===== src/rtl/stopwatch_counter.sv =====
// Stopwatch timekeeping core: millisecond prescaler, H:MM:SS.mmm binary count with
// start/stop, clear and lap-freeze control, saturating at MAX_HOURS:59:59.999.
module stopwatch_counter #(
    parameter int CLK_FREQ_HZ = 50000000,
    parameter int MS_DIVIDER  = CLK_FREQ_HZ / 1000,
    parameter int MAX_HOURS   = 9
) (
    input  logic       clk,
    input  logic       rst_n,
    input  logic       start_stop,
    input  logic       clear,
    input  logic       lap,
    output logic [3:0] hours,
    output logic [5:0] minutes,
    output logic [5:0] seconds,
    output logic [9:0] milliseconds,
    output logic       running,
    output logic       lap_hold,
    output logic       overflow
);

    localparam int              PW         = (MS_DIVIDER > 2) ? $clog2(MS_DIVIDER) : 1;
    localparam logic [PW-1:0]   PRESC_LAST = PW'(MS_DIVIDER - 1);
    localparam logic [3:0]      H_MAX      = 4'(MAX_HOURS);

    typedef enum logic [1:0] {
        S_IDLE    = 2'd0,
        S_RUNNING = 2'd1,
        S_PAUSED  = 2'd2
    } state_t;

    state_t        r_state, w_state_next;
    logic [PW-1:0] r_presc, w_presc_next;
    logic [3:0]    r_hours, w_hours_next;
    logic [5:0]    r_min, w_min_next;
    logic [5:0]    r_sec, w_sec_next;
    logic [9:0]    r_ms, w_ms_next;
    logic          r_lap_hold, w_lap_hold_next;
    logic          r_overflow, w_overflow_next;
    logic [3:0]    r_disp_hours;
    logic [5:0]    r_disp_min;
    logic [5:0]    r_disp_sec;
    logic [9:0]    r_disp_ms;
    logic          w_tick;
    logic          w_at_max;
    logic          w_disp_load;

    assign w_tick   = (r_state == S_RUNNING) && (r_presc == PRESC_LAST);
    assign w_at_max = (r_hours == H_MAX) && (r_min == 6'd59) &&
                      (r_sec == 6'd59) && (r_ms == 10'd999);

    always_comb begin
        w_state_next    = r_state;
        w_presc_next    = r_presc;
        w_hours_next    = r_hours;
        w_min_next      = r_min;
        w_sec_next      = r_sec;
        w_ms_next       = r_ms;
        w_lap_hold_next = r_lap_hold;
        w_overflow_next = r_overflow;

        if (r_state == S_RUNNING) begin
            w_presc_next = w_tick ? '0 : r_presc + 1'b1;
        end

        if (w_tick) begin
            if (w_at_max) begin
                w_overflow_next = 1'b1;
                w_state_next    = S_PAUSED;
            end else if (r_ms != 10'd999) begin
                w_ms_next = r_ms + 10'd1;
            end else begin
                w_ms_next = '0;
                if (r_sec != 6'd59) begin
                    w_sec_next = r_sec + 6'd1;
                end else begin
                    w_sec_next = '0;
                    if (r_min != 6'd59) begin
                        w_min_next = r_min + 6'd1;
                    end else begin
                        w_min_next   = '0;
                        w_hours_next = r_hours + 4'd1;
                    end
                end
            end
        end

        // A pausing start_stop coincident with a tick still keeps the tick's increment.
        case (r_state)
            S_IDLE: begin
                if (start_stop) begin
                    w_state_next = S_RUNNING;
                    w_presc_next = '0;
                end
            end
            S_RUNNING: begin
                if (start_stop) w_state_next = S_PAUSED;
            end
            S_PAUSED: begin
                if (start_stop && !r_overflow) w_state_next = S_RUNNING;
            end
            default: w_state_next = S_IDLE;
        endcase

        if (lap && (r_state == S_RUNNING || r_state == S_PAUSED)) begin
            w_lap_hold_next = ~r_lap_hold;
        end

        if (clear) begin
            w_state_next    = S_IDLE;
            w_presc_next    = '0;
            w_hours_next    = '0;
            w_min_next      = '0;
            w_sec_next      = '0;
            w_ms_next       = '0;
            w_lap_hold_next = 1'b0;
            w_overflow_next = 1'b0;
        end
    end

    // Display follows the live next-value except while a lap freeze is held across the edge.
    assign w_disp_load = !(r_lap_hold && w_lap_hold_next);

    always_ff @(posedge clk or negedge rst_n) begin
        if (!rst_n) begin
            r_state      <= S_IDLE;
            r_presc      <= '0;
            r_hours      <= '0;
            r_min        <= '0;
            r_sec        <= '0;
            r_ms         <= '0;
            r_lap_hold   <= 1'b0;
            r_overflow   <= 1'b0;
            r_disp_hours <= '0;
            r_disp_min   <= '0;
            r_disp_sec   <= '0;
            r_disp_ms    <= '0;
        end else begin
            r_state    <= w_state_next;
            r_presc    <= w_presc_next;
            r_hours    <= w_hours_next;
            r_min      <= w_min_next;
            r_sec      <= w_sec_next;
            r_ms       <= w_ms_next;
            r_lap_hold <= w_lap_hold_next;
            r_overflow <= w_overflow_next;
            if (w_disp_load) begin
                r_disp_hours <= w_hours_next;
                r_disp_min   <= w_min_next;
                r_disp_sec   <= w_sec_next;
                r_disp_ms    <= w_ms_next;
            end
        end
    end

    assign hours        = r_disp_hours;
    assign minutes      = r_disp_min;
    assign seconds      = r_disp_sec;
    assign milliseconds = r_disp_ms;
    assign running      = (r_state == S_RUNNING);
    assign lap_hold     = r_lap_hold;
    assign overflow     = r_overflow;

endmodule


===== config.mk =====
export PLATFORM = sky130hd
export DESIGN_NAME = stopwatch_counter
export DESIGN_NICKNAME = d
export VERILOG_FILES = /design/src/rtl/stopwatch_counter.sv
export SDC_FILE = /design/constraint.sdc
export NUM_CORES = 1
export LEC_CHECK = 0
export BUFFER_PORTS_ARGS = -buffer_cell sky130_fd_sc_hd__buf_2
export CAP_MARGIN = 20
export CORE_ASPECT_RATIO = 0.8
export CORE_MARGIN = 2
export CORE_UTILIZATION = 42
export DETAILED_ROUTE_END_ITERATION = 16
export PLACE_DENSITY = 0.59
export SYNTH_ARGS = -nofsm -noshare
export SYNTH_HDL_FRONTEND = slang
export SYNTH_SLANG_ARGS = --single-unit

===== constraint.sdc =====
create_clock -name clk -period 3.5 [get_ports clk]
set_clock_uncertainty 0.2 [all_clocks]
set_input_delay 0.7 -clock clk [delete_from_list [all_inputs] [get_ports clk]]
set_output_delay 0.7 -clock clk [all_outputs]
set_load 0.01 [all_outputs]

Word level (Yosys, flattened, before mapping)
Index checks and enable logic that the tools add are counted.

Input port bits: 5. Memories: 0. ROM bits: 0. RAM bits: 0. Logic and storage cells: 79. Flip-flop bits (word level): 72. Bits in latches: 0. Output and inout bits: 29.

Mux-type cells: 38. Reductions and logical operators: 13. Divide/modulo/power cells: 0. $lt $le $gt $ge: 0. Bitwise gates (word level): 1. $mul: 0. Shift-type cells: 0. Add/sub/neg operators: 5. Equal/unequal tests: 10.

Operators by type and width (number): $mux 16 (5); $mux 6 (11); $mux 10 (4); $mux 4 (6); $add 16x1->16 const B (1); $eq 16x16->1 const B (1); $add 6x1->6 const B (2); $eq 6x6->1 const B (2); $mux 2 (6); $ne 6x6->1 const B (2); $add 10x1->10 const B (1); $eq 10x10->1 const B (1); $ne 10x10->1 const B (1); $logic_and 1x1->1 (7); $pmux 2 s3 (1); $mux 1 (5); $add 4x1->4 const B (1); $eq 4x4->1 const B (1); $reduce_bool 2->1 (2); $eq 2x1->1 const B (1); $eq 2x2->1 const B (1); $logic_not 2->1 (1); $reduce_and 2->1 (1); $logic_not 1->1 (1); 2 further kinds (2).

Longest topological paths before layout
Depth after elaboration: 9. Depth in mapped cells: 12. Depth with buffers taken out: 7.

Least setup slack after synthesis
No wires, ideal clock.

Path type: register to register. Start: register r_state[1]. End: register r_disp_hours[3] (netlist: hours[3]). Library setup time: 0.099 ns. Period minus slack after synthesis: 2.621 ns. Data arrival time: 2.321 ns. Path buffers: 3. Path slack: 0.879 ns. Stages on the path, launching flop included: 11. Required time: 3.201 ns. Cells stage by stage: dfrtp_1 inv_1 ha_1 buf_4 and4_1 buf_4 and4_1 buf_6 nand4_4 or4_1 a311oi_1.

Cells in the longest elaborated chain, start to end: 6. Elaborated cells between the ends (all ways): 10. Those cells by class: eq/ne (2); mux (4); reduce/logical (4).

RTL lines: start, declared (RTL line 32) `state_t r_state, w_state_next;`; start signal, assigned (RTL line 139) `r_state <= w_state_next;`; $eq 2x1->1 (*); net running (RTL line 17) `output logic running,`; $logic_or 1x1->1 (RTL line 105) `if (lap && (r_state == S_RUNNING || r_state == S_PAUSED)) begin`; $logic_and 1x1->1 (RTL line 105); $mux 1 (RTL line 105); $mux 1 (RTL line 109) `if (clear) begin`; $logic_and 1x1->1 (RTL line 122) `assign w_disp_load = !(r_lap_hold && w_lap_hold_next);`; end signal, assigned (RTL line 148) `r_disp_hours <= w_hours_next;`; end, declared (RTL line 40) `logic [3:0] r_disp_hours;`.

The timed path passes the listed nets; every way through them passes the cells marked *. A chain may end at the register's enable or synchronous reset.

Final worst setup path
Start: register r_state[1]. End: register r_disp_hours[3] (netlist: hours[3]).

Cells in the longest elaborated chain, start to end: 6. Elaborated cells between the ends (all ways): 10. Those cells by class: eq/ne (2); mux (4); reduce/logical (4).

RTL lines (RTL line): $eq 2x1->1 / $eq 2x2->1 (equally long branches) (48, 105); $logic_or 1x1->1 (105); $logic_and 1x1->1 (105); $mux 1 (105); $mux 1 (109); $logic_and 1x1->1 (122).

Parallel ways exist; a longest one is shown, timed or not.

==> results.toml <==
[run_status]
status = "finished, final reports clean"

[detailed_routing]
drt_iter0_drc = 227
drc = 0
routed_via_density = 5.72
wl_um = 8720
drtAntennaViolNets = 0
vias = 3111
wire_per_inst_um = 16.0
first_pass_iters = 4

[clocking]
cts.repair.resized = 0
cts_made_buffers = 9
hold_buffers = 0
htree_levels = 3
cts_setup_buffers = 0
cts_root_buf = "clkbuf_16"
cts_sinks = 72
cts_tree = "yes"
clk_pin_slew_ns = 0.05
clock_path_buffers = 2
insertion_delay_ns = 0.33

[cells_and_area]
final_cell_mix = "72 x dfrtp_1, 55 x nor2_1, 32 x buf_2"
multi_input_area_um2 = 1890
final_common_cell = "dfrtp_1"
n_antenna_cell = 0
final_layout_size_suffix_gt1_frac = 0.156
syn_to_final_growth_pct = 13.2
final_nets = 441
seqCellArea_um2 = 1800
fill_cells = 840

[synthesis]
syn_area_um2 = 3850
synth_compound_area_frac = 0.158
ys_warn_count = 0
yosysSeqAreaShare = 0.468
synth_top_cell_by_area = "dfrtp_1"
synthAdderAreaFrac = 0.0325
netlist_top_cells_area = "dfrtp_1 47%, nor2_1 5.4%, ha_1 3.2%"
synth-simple-area-share = 0.249
avgSynthCellArea_um2 = 9.58
ys_types = 59
muxShareOfSynthArea = 0.0185
synthXorXnorAreaFrac = 0.0318
synth-async-reset-ratio = 1.00
syn_nets = 417
ys.flop_type = "dfrtp_1"
synth_top_family_by_area = "simple AND/OR/NAND/NOR gates"
netlist_instances = 402
synth_edf_count = 0
synth.top_cell.area_share = 0.468
synth_seq_cells = 72

[sta]
period_minus_slack_ns = 2.88
worst_hold_slack_ns = 0.301
hold_violations = 0
setup-tns-final_ns = 0
setup_viol = 0
rsz0062_at_grt = "no"
fin_crit_sh = 0.824
fmax_mhz = 347
maxSlewViolCount = 0
slew_headroom = 0.393
worst_pin_slew_ns = 0.911

[critical_path]
crit_path_end_kind = "flip-flop"
critPathLaunchType = "flip-flop"
worstPathRequired_ns = 3.54
crit_fanout = 15
crit_type = "flip-flop to flip-flop"
worstPathArrival_ns = 2.92
r2r_cells = 7
regToRegSetupSlack_ns = 0.62
reg2reg_from = "r_state[1]"
timing.rr.end = "hours[3]"

[die]
dieArea_um2 = 9960
rows = 31
initial_core_util = 0.428
core-area_um2 = 9000
die_w_um = 111
die_y_um = 89.7
ios = 34

[power_and_ir_drop]
power_density_nw_per_um2 = 423
power_leakage_nw = 1.96
ir_drop_uv = 301
finalPower_mw = 1.84

[global_routing]
track_usage = 0.189
grt_pass1_wl_um = 14700
grt_pass1_vias = 2836
overflow = 0
grt_max_degree = 73
grt_antenna_before_repair = 0

[hold_path]
hold_class = "input port to async pin"

[place]
routabilityCongestion = 0.838
io_buffers = 33
dp_hpwl_um = 5870

[flow_run]
maxCapViolCount = 0
## where the power goes
part	leakage [nW]	total [mW]	switching [mW]	internal [mW]
registers	1.00	0.865	0.0149	0.850
logic	0.824	0.127	0.0850	0.0421
clock network	0.135	0.852	0.321	0.530
total	1.96	1.84	0.421	1.42
## kinds of logic (layout without fill, tap and decap cells)
kind of cell / Yosys count / count (layout)
xor+xnor: 14 / 14
simple gates: 176 / 176
flops: 72 / 72
buf+inv: 36 / 63
compound gates: 87 / 87
mux: 7 / 7
fa+ha+maj: 10 / 10
## critical path, cell delays in order, from the launching register on
cell and delay [ns]:
dfrtp_1 0.41, inv_1 0.09, ha_1 0.16, and4_1 0.33, and4_1 0.51, nand4_4 0.26, or4_1 0.56, a311oi_1 0.27
## flip-flops by register name (all words and copies together) (netlist names), 2 cells and up
name and flops:
seconds 6, hours 4, minutes 6, r_state 2, r_hours 4, r_presc 16
r_ms 10, milliseconds 10, r_sec 6, r_min 6
## routing by layer
| layer | track usage | wire length [um] |
|---|---|---|
| met2 | 0.272 | 3660 |
| met4 | 0.0629 | 89 |
| met3 | 0.0490 | 390 |
| met5 | 0 | 0 |
| met1 | 0.280 | 4580 |
## synthesized netlist by cell type, drive strengths merged (2+ instances only)
master	number
dfrtp	72
nor2	55
a21oi	23
nand2	23
nand3	22
clkbuf	19
o21ai	15
nand4	13
nor3	12
a311oi	11
a211oi	10
ha	10
xor2	9
buf	8
inv	8
and3	7
nor4	7
and4	6
mux2i	6
and2	5
nand2b	5
or3	5
xnor2	5
a31oi	4
o31ai	4
or4	4
o41ai	3
or2	3
a2111oi	2
a211o	2
a22oi	2
and4bb	2
nand4b	2
nor2b	2
o2111ai	2
o211ai	2
o22ai	2
## final cells by class
cell class / count / area share
multi-input combinational: 294 / 0.433
sequential: 72 / 0.413
clock buffer: 14 / 0.0628
timing repair buffer: 40 / 0.0505
tap: 115 / 0.0330
inverter: 9 / 0.00775
## worst max path at each step
stage	start	end
after global placement	r_state[1]	hours[3]
after detailed placement	r_state[1]	hours[3]
after CTS	r_state[1]	hours[3]
after global routing	r_state[1]	minutes[4]
final	r_state[1]	hours[3]
after floorplan	r_state[1]	hours[3]
## metrics by stage
step                instances  worst slack (ns)  cell area, um^2  utilization
finish                    544             0.616             4360        0.485
global route              544             0.426             4360        0.485
CTS                       544             0.613             4360        0.485
detailed placement        530             0.623             4090        0.454
global placement          530             0.705             4090        0.454
floorplan                 402             0.879             3850            -
(Power assumes the default switching activity.)
